$ cat src/rtl/pc_fetch_ctrl.sv
// Instruction fetch controller: keeps one imem request in flight, holds the
// returned word for decode, and applies execute-stage redirects with squash.
module pc_fetch_ctrl #(
    parameter logic [31:0] RESET_PC  = 32'h00000000,
    parameter logic [31:0] NOP_INSTR = 32'h00000013
) (
    input  logic        clk,
    input  logic        rst,
    input  logic        redirect_valid,
    input  logic [1:0]  pc_src,
    input  logic [31:0] branch_target,
    input  logic [31:0] jal_target,
    input  logic [31:0] jalr_target,
    input  logic        stall,
    output logic        imem_req_valid,
    output logic [31:0] imem_req_addr,
    input  logic        imem_req_ready,
    input  logic        imem_rsp_valid,
    input  logic [31:0] imem_rsp_data,
    output logic        instr_valid,
    output logic [31:0] instr,
    output logic [31:0] instr_pc,
    output logic [31:0] pc_plus4,
    output logic        misalign_err
);

    typedef enum logic [2:0] {IDLE, REQ, WAIT, HOLD, HALT} state_t;

    state_t      state, state_n;
    logic [31:0] pc, pc_n;
    logic [31:0] instr_q, instr_n;
    logic [31:0] instr_pc_q, instr_pc_n;
    logic        squash, squash_n;
    logic        err, err_n;
    logic [31:0] target;
    logic        taken;

    always_comb begin
        target = branch_target;
        case (pc_src)
            2'b01:   target = branch_target;
            2'b10:   target = jal_target;
            2'b11:   target = {jalr_target[31:1], 1'b0};
            default: target = branch_target;
        endcase
    end

    // Redirects only matter once fetching is underway and before a halt.
    assign taken = redirect_valid && (pc_src != 2'b00) &&
                   (state == REQ || state == WAIT || state == HOLD);

    always_ff @(posedge clk or posedge rst) begin
        if (rst) begin
            state      <= IDLE;
            pc         <= RESET_PC;
            instr_q    <= NOP_INSTR;
            instr_pc_q <= RESET_PC;
            squash     <= 1'b0;
            err        <= 1'b0;
        end else begin
            state      <= state_n;
            pc         <= pc_n;
            instr_q    <= instr_n;
            instr_pc_q <= instr_pc_n;
            squash     <= squash_n;
            err        <= err_n;
        end
    end

    always_comb begin
        state_n    = state;
        pc_n       = pc;
        instr_n    = instr_q;
        instr_pc_n = instr_pc_q;
        squash_n   = squash;
        err_n      = err;

        case (state)
            IDLE: state_n = REQ;
            REQ:  if (imem_req_ready) state_n = WAIT;
            WAIT: begin
                if (imem_rsp_valid) begin
                    if (squash) begin
                        squash_n = 1'b0;
                        state_n  = REQ;
                    end else begin
                        instr_n    = imem_rsp_data;
                        instr_pc_n = pc;
                        pc_n       = pc + 32'd4;
                        state_n    = HOLD;
                    end
                end
            end
            HOLD: if (!stall) state_n = REQ;
            HALT: state_n = HALT;
            default: state_n = IDLE;
        endcase

        if (taken) begin
            instr_n    = instr_q;
            instr_pc_n = instr_pc_q;
            if (target[1:0] != 2'b00) begin
                err_n    = 1'b1;
                squash_n = 1'b0;
                pc_n     = pc;
                state_n  = HALT;
            end else begin
                pc_n     = target;
                squash_n = 1'b0;
                state_n  = REQ;
                // A request is (or becomes) in flight without its response yet:
                // wait it out and throw the word away. A response landing in
                // this same cycle is simply dropped.
                if ((state == REQ && imem_req_ready) ||
                    (state == WAIT && !imem_rsp_valid)) begin
                    squash_n = 1'b1;
                    state_n  = WAIT;
                end
            end
        end
    end

    assign imem_req_valid = (state == REQ);
    assign imem_req_addr  = pc;
    assign instr_valid    = (state == HOLD);
    assign instr          = instr_valid ? instr_q : NOP_INSTR;
    assign instr_pc       = instr_pc_q;
    assign pc_plus4       = pc + 32'd4;
    assign misalign_err   = err;

endmodule
$ cat config.mk
export PLATFORM = sky130hd
export DESIGN_NAME = pc_fetch_ctrl
export DESIGN_NICKNAME = d
export VERILOG_FILES = /design/src/rtl/pc_fetch_ctrl.sv
export SDC_FILE = /design/constraint.sdc
export NUM_CORES = 1
export LEC_CHECK = 0
export BUFFER_PORTS_ARGS = -buffer_cell sky130_fd_sc_hd__buf_2
export CORE_UTILIZATION = 45
export CTS_CLUSTER_DIAMETER = 150
export DETAILED_ROUTE_END_ITERATION = 7
export GPL_TIMING_DRIVEN = 1
export PLACE_DENSITY = 0.79
export SLEW_MARGIN = 5
export SYNTH_ARGS = -nofsm -noshare
export SYNTH_HDL_FRONTEND = slang
export SYNTH_SLANG_ARGS = --single-unit
export TNS_END_PERCENT = 50
$ cat constraint.sdc
create_clock -name clk -period 7.8 [get_ports clk]
set_clock_uncertainty 0.15 [all_clocks]
set_input_delay 1.17 -clock clk [delete_from_list [all_inputs] [get_ports clk]]
set_output_delay 1.17 -clock clk [all_outputs]
set_load 0.02 [all_outputs]
==> impl_table.tex <==
\begin{tabular}{lr}
\hline
Metric & Value \\
\hline
\multicolumn{2}{l}{\textbf{Setup path}} \\
\quad Reg2Reg Depth & 5 \\
\quad Setup slack of the most critical reg-to-reg path & 4580 ps \\
\quad Worst-path maximum fanout & 33 \\
\quad Kind of end point of the critical path & flop \\
\quad WS Path Type & in2reg \\
\quad Kind of launch point of the worst setup path & input port \\
\quad Data required time at the worst endpoint & 7840 ps \\
\quad Arrival time worst endpoint & 4370 ps \\
\quad Launch point of the worst reg-to-reg path & state[2]\$\_DFFE\_PP0P\_ \\
\quad FF-to-FF End & imem\_req\_addr[17]\$\_DFFE\_PP0P\_ \\
\multicolumn{2}{l}{\textbf{Clock network}} \\
\quad CTS sink count & 101 \\
\quad Root cell of the clock tree & clkbuf\_16 \\
\quad H-tree depth reported by CTS & 3 \\
\quad CTS tree & built \\
\quad Clock insertion delay at the later pin of the skew report & 340 ps \\
\quad Clock-pin slew on the worst setup and hold paths & 70 ps \\
\quad Clock buffer depth & 2 \\
\quad Resized Gates After CTS & 0 \\
\quad Number of buffers created by CTS & 9 \\
\quad Number of setup buffers added after CTS & 0 \\
\quad Total of hold buffers inserted after clock tree synthesis & 0 \\
\multicolumn{2}{l}{\textbf{Timing}} \\
\quad Shortest clock period the worst path allows after layout & 4340 ps \\
\quad Total count of max-transition violations in the final report & 0 \\
\quad Ratio of final minimum period to clock period & 0.556 \\
\quad Unrepaired setup endpoints after global routing & false \\
\quad Total negative slack for setup checks & 0 ps \\
\quad F\_max & 231 MHz \\
\quad Final hold violation count & 0 \\
\quad Slew at the pin closest to its max-slew limit & 1050 ps \\
\quad Final setup fails & 0 \\
\quad Max\_slew headroom & 0.302 \\
\multicolumn{2}{l}{\textbf{Cells and area}} \\
\quad Share of the core filled with cells & 0.606 \\
\quad Nets & 1053 \\
\quad Layout overhead on the synthesized area & 28.9\% \\
\quad Number of antenna repair diodes & 0 \\
\quad Share of cells above drive strength 1 & 0.325 \\
\quad Post-route insts no fill & 1089 \\
\multicolumn{2}{l}{\textbf{Pwr}} \\
\quad Comb pwr share & 0.441 \\
\quad Int Power & 1.48 mW \\
\quad Fraction of power spent switching nets & 0.455 \\
\quad Power per Cell Area & 366 nW/um\^{}2 \\
\quad Switching power of the nets & 1.24 mW \\
\quad Sequential cell fraction of total power & 0.377 \\
\quad Reported leakage power & 3.92 nW \\
\quad Clock network fraction of design power & 0.182 \\
\quad Largest vdd supply drop & 0.182 mV \\
\multicolumn{2}{l}{\textbf{Yosys}} \\
\quad Dominant register cell in the synthesized netlist & dfrtp\_1 \\
\quad Average cell area after synthesis & 8.35 sq um \\
\quad Syn. warnings & 0 \\
\quad Number of distinct standard cells referenced by the synthesized netlist & 55 \\
\quad Most instantiated library cell after synthesis & nand2\_1 \\
\quad Cell accounting for the most synthesized area & dfrtp\_1 \\
\quad Area of the mapped netlist & 5760 sq um \\
\quad Share of the synthesized area in the top cell type & 0.426 \\
\quad Number of storage elements in the synthesis netlist & 101 \\
\quad EDFF count, synth & 0 \\
\quad Commonest cells in the synthesized netlist & nand2\_1 (217), dfrtp\_1 (98), nor2\_1 (42) \\
\quad Synth Instances & 690 \\
\quad Post-synth net total & 827 \\
\quad Top cells by area in the synthesized netlist & dfrtp\_1 (43\%), nand2\_1 (14\%), mux2i\_1 (5.4\%), and2\_1 (3.8\%), xnor2\_1 (3.0\%) \\
\quad Sequential fraction of the synthesis area & 0.439 \\
\quad Async set or reset register ratio after synthesis & 1.00 \\
\multicolumn{2}{l}{\textbf{Die}} \\
\quad Initial Util & 0.470 \\
\quad Core outline area & 12300 sq um \\
\quad Die Area & 13300 sq um \\
\quad Count of standard-cell rows & 40 \\
\quad Number of primary I/O pins & 267 \\
\quad Vertical die dimension & 115 um \\
\quad Die width & 115 um \\
\multicolumn{2}{l}{\textbf{Placed design}} \\
\quad Number of buffers inserted by port buffering & 265 \\
\quad Dpl cells & 1073 \\
\quad Final HPWL DP & 13000 um \\
\quad Placer Congestion & 0.801 \\
\multicolumn{2}{l}{\textbf{Detailed routing}} \\
\quad Average detailed-routed wire length per instance & 16.2 um \\
\quad Detailed-route vias per instance & 5.29 \\
\quad DRC violation count after routing & 0 \\
\quad Final wirelength & 17700 um \\
\quad Vias after detailed routing & 5766 \\
\quad Count of TritonRoute iterations in the first routing pass & 4 \\
\quad Starting DRC count in detailed routing & 365 \\
\quad DRT antenna net count & 0 \\
\multicolumn{2}{l}{\textbf{Min path}} \\
\quad Path class of the lowest-slack min-delay path & reg2reg \\
\quad Worst hold start & instr\_q[1]\$\_DFFE\_PP1P\_ \\
\quad Worst hold path stage count & 2 \\
\quad Endpoint with the worst hold slack & instr\_q[1]\$\_DFFE\_PP1P\_ \\
\multicolumn{2}{l}{\textbf{Global routing}} \\
\quad Largest net degree at the start of global routing & 75 \\
\quad Wire length of the first global-routing pass & 27100 um \\
\quad Leftover overflow at the end of global routing & 0 \\
\quad Overall track demand over capacity in global routing & 0.269 \\
\quad Initial antenna violation count & 1 \\
\quad Via count of the first global-routing pass & 5311 \\
\multicolumn{2}{l}{\textbf{Run status}} \\
\quad Outcome & complete, no violations \\
\multicolumn{2}{l}{\textbf{Flow run}} \\
\quad Number of maximum-capacitance constraint violations & 0 \\
\hline
\end{tabular}
-- power groups by stage --
stage          combinational [mW]  clock [mW]  sequential (mW)
2_1_floorplan               0.702           0             1.08
3_3_place_gp                 1.18           0             1.02
3_5_place_dp                 1.21           0             1.03
4_1_cts                      1.21       0.501             1.02
5_1_grt                      1.31       0.523             1.06
6_report                     1.20       0.495             1.02
-- metrics by stage --
stage	total power, mW	hold slack (ps)	setup WS [ps]	instance area (sq um)
after global routing	2.89	323	3170	7420
final	2.72	306	3460	7420
after global placement	2.21	296	3080	7090
after detailed placement	2.24	296	3080	7090
after floorplan	1.79	286	3840	5760
after CTS	2.73	308	3390	7420
-- routing by layer --
| layer | wire length [um] | global-route usage | part of all wire | vias up |
|---|---|---|---|---|
| met1 | 7390 | 0.328 | 0.42 | 2688 |
| met3 | 1070 | 0.0432 | 0.060 | 31 |
| li1 | - | - | - | 2798 |
| met5 | 13 | 0 | 0.00074 | - |
| met2 | 8780 | 0.478 | 0.50 | 247 |
| met4 | 414 | 0.103 | 0.023 | 2 |
-- layout by cell type (no fill, tap or decap), types with 3 or more instances in the layout --
cell | netlist | final
xor2_1 | 8 | 8
nor3_1 | 7 | 6
a21oi_1 | 27 | 27
a211oi_1 | 16 | 16
and2_1 | 35 | 35
o311ai_1 | 5 | 4
nand2b_1 | 5 | 5
nand2_1 | 217 | 217
inv_1 | 8 | 7
and4_1 | 5 | 5
a31oi_1 | 3 | 3
mux2i_1 | 31 | 31
o211ai_1 | 16 | 16
nand4_1 | 9 | 9
o22a_1 | 3 | 3
nand3_1 | 18 | 18
dfstp_2 | 3 | 3
a311oi_1 | 6 | 6
buf_4 | 5 | 3
clkbuf_16 | 0 | 9
nor2_1 | 42 | 42
a21o_1 | 3 | 3
buf_2 | 28 | 265
xnor2_1 | 20 | 20
and3_1 | 3 | 3
o22ai_1 | 3 | 3
o21ai_0 | 17 | 17
dfrtp_1 | 98 | 98
-- how the worst max path moves through the flow --
stage	start	endpoint	slack [ps]	cells after the start
finish	pc_src[0]	imem_req_addr[17]$_DFFE_PP0P_	3460	6
floorplan	rst	imem_req_addr[0]$_DFFE_PP0P_	3840	1
detailed placement	pc_src[0]	imem_req_addr[20]$_DFFE_PP0P_	3080	6
global route	pc_src[0]	imem_req_addr[20]$_DFFE_PP0P_	3170	6
global placement	pc_src[0]	imem_req_addr[20]$_DFFE_PP0P_	3080	6
CTS	pc_src[0]	imem_req_addr[20]$_DFFE_PP0P_	3390	6
-- logic make-up (layout without fill, tap and decap cells) --
logic type | after synthesis | count (layout) | share of synthesized area
xor+xnor | 28 | 28 | 0.0426
compound gates | 111 | 111 | 0.131
mux | 31 | 31 | 0.0539
simple gates | 357 | 357 | 0.281
fa+ha+maj | 1 | 1 | 0.00217
buf+inv | 61 | 292 | 0.0495
flops | 101 | 101 | 0.439
-- critical path: stages --
cell and delay (ps):
buf_2 750, nor2_1 260, nor3_2 720, nand2_1 880, a211oi_1 510, a311oi_1 70
-- final cells by class --
type | count | area [sq um]
clock inverter | 6 | 93.8
timing repair buffer | 268 | 1350
inverter | 8 | 32.5
fill | 1146 | 4840
multi-input combinational | 528 | 2970
sequential | 101 | 2530
tap | 168 | 210
clock buffer | 10 | 239
-- sequential cells by signal (all words and copies together) (netlist names) --
name / count
squash: 1
instr_pc: 32
misalign_err: 1
instr_q: 32
imem_req_addr: 32
state: 3
Power figures use the tool's default switching activity.
